`src/rtl/bus_sequencer.sv`:
```
// Fixed-slot scheduler for the shared RAM/ROM bus: a 16-cycle period split into
// VRAM, VROM, MCU and CPU slots, with every enable registered from the next cycle count.
module bus_sequencer (
    input  logic clk16_i,
    input  logic reset_i,
    input  logic cpu_rw_ni,
    input  logic mcu_req_i,
    input  logic mcu_wr_i,
    output logic mcu_grant_o,
    output logic mcu_done_o,
    output logic vram_en_o,
    output logic vrom_en_o,
    output logic cpu_en_o,
    output logic cpu_clk_o,
    output logic cclk_en_o,
    output logic setup_en_o,
    output logic strobe_en_o,
    output logic ram_we_o
);

    localparam int unsigned CYC_W = 4;
    localparam int unsigned SLOT_W = 2;

    localparam logic [CYC_W-1:0] CYC_LAST      = CYC_W'(15);
    localparam logic [CYC_W-1:0] CYC_MCU_GRANT = CYC_W'(8);
    localparam logic [CYC_W-1:0] CYC_MCU_WE    = CYC_W'(10);
    localparam logic [CYC_W-1:0] CYC_MCU_DONE  = CYC_W'(11);
    localparam logic [CYC_W-1:0] CYC_CPU_WE    = CYC_W'(14);

    localparam logic [SLOT_W-1:0] SLOT_VRAM = SLOT_W'(0);
    localparam logic [SLOT_W-1:0] SLOT_VROM = SLOT_W'(1);
    localparam logic [SLOT_W-1:0] SLOT_MCU  = SLOT_W'(2);

    localparam logic [1:0] OFS_SETUP  = 2'd0;
    localparam logic [1:0] OFS_STROBE = 2'd2;

    logic [CYC_W-1:0]  cycle_q;
    logic [CYC_W-1:0]  cycle_d;
    logic [SLOT_W-1:0] slot_d;
    logic [1:0]        ofs_d;
    logic              mcu_wr_q;
    logic              mcu_wr_d;
    logic              grant_d;
    logic              slot_live_d;
    logic              ram_we_d;

    // Next-cycle decode; all registered outputs are derived from cycle_d.
    always_comb begin
        cycle_d     = cycle_q + CYC_W'(1);
        slot_d      = cycle_d[CYC_W-1:2];
        ofs_d       = cycle_d[1:0];
        grant_d     = 1'b0;
        mcu_wr_d    = mcu_wr_q;
        ram_we_d    = 1'b0;

        if (cycle_d == CYC_MCU_GRANT) begin
            grant_d  = mcu_req_i;
            mcu_wr_d = mcu_wr_i;
        end else if (slot_d == SLOT_MCU) begin
            grant_d = mcu_grant_o;
        end

        // An ungranted MCU slot is idle: no setup, strobe or write.
        slot_live_d = (slot_d != SLOT_MCU) || grant_d;

        if (cycle_d == CYC_CPU_WE) begin
            ram_we_d = ~cpu_rw_ni;
        end else if (cycle_d == CYC_MCU_WE) begin
            ram_we_d = grant_d & mcu_wr_d;
        end
    end

    always_ff @(posedge clk16_i) begin
        if (reset_i) begin
            cycle_q     <= CYC_LAST;
            mcu_wr_q    <= 1'b0;
            mcu_grant_o <= 1'b0;
            mcu_done_o  <= 1'b0;
            vram_en_o   <= 1'b0;
            vrom_en_o   <= 1'b0;
            cpu_en_o    <= 1'b0;
            cpu_clk_o   <= 1'b0;
            cclk_en_o   <= 1'b0;
            setup_en_o  <= 1'b0;
            strobe_en_o <= 1'b0;
            ram_we_o    <= 1'b0;
        end else begin
            cycle_q     <= cycle_d;
            mcu_wr_q    <= mcu_wr_d;
            mcu_grant_o <= grant_d;
            mcu_done_o  <= grant_d && (cycle_d == CYC_MCU_DONE);
            vram_en_o   <= (slot_d == SLOT_VRAM);
            vrom_en_o   <= (slot_d == SLOT_VROM);
            cpu_en_o    <= (cycle_d == CYC_LAST);
            cpu_clk_o   <= cycle_d[CYC_W-1];
            cclk_en_o   <= (cycle_d == CYC_LAST);
            setup_en_o  <= slot_live_d && (ofs_d == OFS_SETUP);
            strobe_en_o <= slot_live_d && (ofs_d == OFS_STROBE);
            ram_we_o    <= ram_we_d;
        end
    end

endmodule
```
`config.mk`:
```
export PLATFORM = sky130hd
export DESIGN_NAME = bus_sequencer
export DESIGN_NICKNAME = d
export VERILOG_FILES = /design/src/rtl/bus_sequencer.sv
export SDC_FILE = /design/constraint.sdc
export NUM_CORES = 1
export LEC_CHECK = 0
export CORE_AREA = 2 2 39 41
export DETAILED_ROUTE_END_ITERATION = 8
export DIE_AREA = 0 0 41 43
export PLACE_DENSITY = 0.77
export SETUP_SLACK_MARGIN = 0.2
export SYNTH_ARGS = -nofsm -noshare
export SYNTH_HDL_FRONTEND = slang
export SYNTH_SLANG_ARGS = --single-unit
```
`constraint.sdc`:
```
create_clock -name clk16_i -period 3.6 [get_ports clk16_i]
set_input_delay 0.54 -clock clk16_i [delete_from_list [all_inputs] [get_ports clk16_i]]
set_output_delay 0.54 -clock clk16_i [all_outputs]
set_load 0.03 [all_outputs]
```
Word-level counts from Yosys, hierarchy flattened
Index checks and enable logic that the tools add are counted.
- register bits: 14
- add/sub/neg operators: 1
- equality and inequality tests: 9
- mux-type cells: 5
- bitwise logic cells: 2
- reduce and logical (&&, ||, !) cells: 6
- operators with widths (kind ; number):
    == test 4 bit (second input constant) ; 5
    2-to-1 mux 1 bit ; 5
    adder 4 x 1 -> 4 bit (second input constant) ; 1
    == test 2 bit (second input constant) ; 2
    logical NOT 2 bit ; 2
    logical AND 1 bit ; 3
    == test 2 x 1 -> 1 bit (second input constant) ; 1
    != test 2 bit (second input constant) ; 1
    AND 1 bit ; 1
    logical OR 1 bit ; 1
    NOT 1 bit ; 1

Logic depth before layout (Yosys ltp)
- word-level depth: 7
- gate-level depth with buffers: 5

Worst setup path after synthesis
OpenSTA, ideal clock, no wires.
- kind: flip-flop to flip-flop
- start: register cycle_q[0]
- end: register ram_we_o
- library setup time: 130 ps
- arrival: 1334 ps
- slack: 2136 ps
- cell stages (with the launch flop): 6
- path through: dfxtp_1 > ha_1 > mux2i_1 > inv_1 > a22oi_2 > o32ai_2
- cells in the longest elaborated chain, start to end: 7
- ends and longest elaborated chain (element ; line ; source):
    start: declaration ; 37 ; logic [CYC_W-1:0] cycle_q;
    start signal: assignment ; 88 ; cycle_q <= cycle_d;
    adder 4 x 1 -> 4 bit * ; 49 ; cycle_d = cycle_q + CYC_W'(1);
    == test 2 bit ; 59 ; end else if (slot_d == SLOT_MCU) begin
    2-to-1 mux 1 bit ; 59 ;
    2-to-1 mux 1 bit ; 56 ; if (cycle_d == CYC_MCU_GRANT) begin
    AND 1 bit ; 69 ; ram_we_d = grant_d & mcu_wr_d;
    2-to-1 mux 1 bit ; 68 ; end else if (cycle_d == CYC_MCU_WE) begin
    2-to-1 mux 1 bit * ; 66 ; if (cycle_d == CYC_CPU_WE) begin
    end signal: assignment ; 99 ; ram_we_o <= ram_we_d;
    end: declaration ; 18 ; output logic ram_we_o
Every way passes the cells marked *; elsewhere a longest branch is shown, timed or not.
A chain may end at the register's enable or synchronous reset.

Worst setup path in the final report
- start: register mcu_grant_o
- end: output port mcu_grant_o
- RTL lines (element ; line ; source):
    start: declaration ; 9 ; output logic mcu_grant_o,
    start signal: assignment ; 90 ; mcu_grant_o <= grant_d;
No word-level cell between the ends.

==> results.py <==
metrics = {
    "placed_design": {
        "place_congestion": 0.697,
        "dp_hpwl_um": 748,
        "portBuffers": 14,
    },
    "setup_path": {
        "cpMaxStageDelayCell": "clkdlybuf4s50_1",
        "path_buf_inv": 1,
        "cp_max_fo": 2,
        "cp-end-kind": "output port",
        "criticalPathCategory": "flop to output port",
        "crit_path_start_kind": "flop",
        "critPathTopFamily": "buffers and inverters",
        "crit_required_ps": 3060,
        "worstPathCellList": "clkdlybuf4s50_1",
        "crit_path_max_incr_delay_ps": 670,
        "critPathArrivalTime_ps": 1280,
    },
    "drt": {
        "avgRoutedWirePerCell_um": 10.7,
        "antenna_left": 0,
        "first_pass_iters": 2,
        "vias_per_cell": 4.77,
        "num_vias": 434,
        "drt_iter0_markers": 1,
        "wirelength_um": 970,
        "post-route-drc-count": 0,
    },
    "sta": {
        "fmax_ghz": 0.549,
        "hold_viol": 0,
        "slew_headroom_pct": 79.4,
        "finalCriticalPeriod_ps": 1820,
        "worst_slew_pin_slew_ps": 308,
        "drv_slew": 0,
        "skew_ps": 2.15,
        "setup_tns_ps": 0,
        "setup_viol": 0,
        "fin_hold_ws_ps": 492,
        "period_share_pct": 50.6,
        "rsz0062_at_grt": "false",
    },
    "global_route": {
        "grt.total_usage_pct": 14.2,
        "grt_max_degree": 12,
        "use_met3_pct": 4.71,
        "first_global_vias": 380,
        "antenna_found_initial": 0,
        "grt_first_pass_wirelength_um": 1620,
        "grtUsageMet2_pct": 19.7,
        "top_usage_layer": "met2",
        "overflow": 0,
        "grt_util_met1_pct": 16.7,
    },
    "synthesis": {
        "synth_largest_type_area_fraction_pct": 44.3,
        "yosysTopAreaCell": "dfxtp_1",
        "synth_seq_area_share_pct": 44.3,
        "synth-edff-count": 0,
        "ys_warn_count": 0,
        "ys_ff_latch": 14,
        "synthCells": 61,
        "synth_nets": 70,
        "ys_top_cells_by_area": "dfxtp_1 (44%), nand2b_1 (8.9%), ha_1 (7.9%), mux2i_1 (4.7%), o22ai_4 (3.2%)",
        "postSynthAreaPerCell_um2": 10.4,
        "synth_ff_type": "dfxtp_1",
        "yosysUniqueCellTypes": 25,
        "syn-cell-area_um2": 633,
        "ys_async_sr_fraction_pct": 0,
    },
    "clock_tree": {
        "cts_root_buf": "clkbuf_4",
        "cts_resized": 0,
        "postCtsSetupBuffers": 0,
        "htreeDepth": 1,
        "hold_buffers": 0,
        "cts_sinks": 14,
        "cts_max_path_buffers": 2,
        "clk_latency_ps": 280,
        "cts_buffers": 3,
        "clkTransAtPathRegs_ps": 80,
        "tritoncts": "built",
    },
    "power": {
        "p_switching_w": 0.000132,
        "p_comb_share_pct": 32.2,
        "swShare_pct": 32.7,
        "p_leak_nw": 0.342,
        "power_frac_clock_pct": 21.5,
        "p_per_area_nw_per_um2": 506,
        "ir_drop_mv": 0.200,
        "p_int_w": 0.000272,
        "totalPowerFinal_w": 0.000404,
        "share_seq_of_total_power_pct": 46.3,
    },
    "die": {
        "fp.dieW_um": 41,
        "fp.dieH_um": 43,
        "io_pins": 15,
        "rows": 14,
        "start_util_pct": 45.8,
        "dieArea_um2": 1760,
        "core-area_um2": 1380,
    },
    "outcome": {
        "status": "completed",
    },
    "finish": {
        "regArea_um2": 280,
        "nets": 86,
        "final_cell_mix": "dfxtp_1 (14), clkdlybuf4s50_1 (14), nand2b_1 (9), nor2_1 (5)",
        "antenna_cells": 0,
        "fillCellCount": 123,
        "area_growth_pct": 26.3,
        "multi_input_comb_area_um2": 322,
        "drive_gt1_share_pct": 13.3,
    },
    "flow_run": {
        "max_cap_viol_count": 0,
    },
    "worst_hold_path": {
        "hold_path_class": "flop to flop",
    },
}
[layout make-up]
type                       count  share of cell area, %
clock buffer                   3                   2.82
inverter                       4                   1.88
multi-input combinational     40                   40.2
sequential                    14                   35.1
tap                           16                   2.50
timing repair buffer          14                   17.5
[flip-flops by register name, indices dropped and copies added, names as in the netlist]
name / flops
cclk_en_o: 1
cpu_clk_o: 1
cycle_q: 4
mcu_done_o: 1
mcu_grant_o: 1
mcu_wr_q: 1
ram_we_o: 1
setup_en_o: 1
strobe_en_o: 1
vram_en_o: 1
vrom_en_o: 1
[power by group through the flow]
stage / logic [W] / registers [W] / clock network [W]
6_report: 0.000130 / 0.000187 / 0.0000869
4_1_cts: 0.000132 / 0.000187 / 0.0000891
5_1_grt: 0.000144 / 0.000190 / 0.0000941
2_1_floorplan: 0.0000731 / 0.000211 / 0
3_3_place_gp: 0.000130 / 0.000190 / 0
3_5_place_dp: 0.000131 / 0.000191 / 0
[cell usage after synthesis, types with 2 or more instances]
cell and instances:
dfxtp_1 14, nand2b_1 9, nor2_1 5, ha_1 4, inv_1 4, mux2i_1 3, nor2b_1 3, a21oi_1 2
[routing by layer]
layer	routed length, µm	up-vias	part of all wire (%)
li1	-	227	-
met1	454	190	47
met2	438	12	45
met3	42	5	4.3
met4	34	0	3.5
met5	0	-	0
[worst paths after layout]
path | startpoint | end | slack, ps | depth (start not counted)
worst min-delay path | mcu_wr_q | mcu_wr_q | 490 | 2
worst max register to register | cycle_q[0] | ram_we_o | 1920 | 5
worst max-delay path | mcu_grant_o | mcu_grant_o | 1780 | 1
worst min register to register | mcu_wr_q | mcu_wr_q | 490 | 2
[per-stage QoR]
step | cells | worst slack, ps | instance area, µm² | util [%]
floorplan | 61 | 2140 | 633 | -
global placement | 88 | 1800 | 777 | 56.1
detailed placement | 88 | 1770 | 777 | 56.1
CTS | 91 | 1760 | 800 | 57.8
global route | 91 | 1730 | 800 | 57.8
finish | 91 | 1780 | 800 | 57.8
[tightest hold or removal path, cell delays in order (launching register included)]
cell	delay, ps
dfxtp_1	320
nand2b_1	70
mux2i_1	60
[cells by family (layout without fill, tap and decap cells)]
logic type      count (synthesis)  count (layout)  share of synthesized area (%)
simple gates                   23              23                           21.5
flops                          14              14                           44.3
compound gates                  7               7                           11.7
buf+inv                         7              21                           4.94
fa+ha+maj                       4               4                           7.91
mux                             4               4                           6.92
xor+xnor                        2               2                           2.77
No activity file was read; power rests on OpenSTA's default activity.
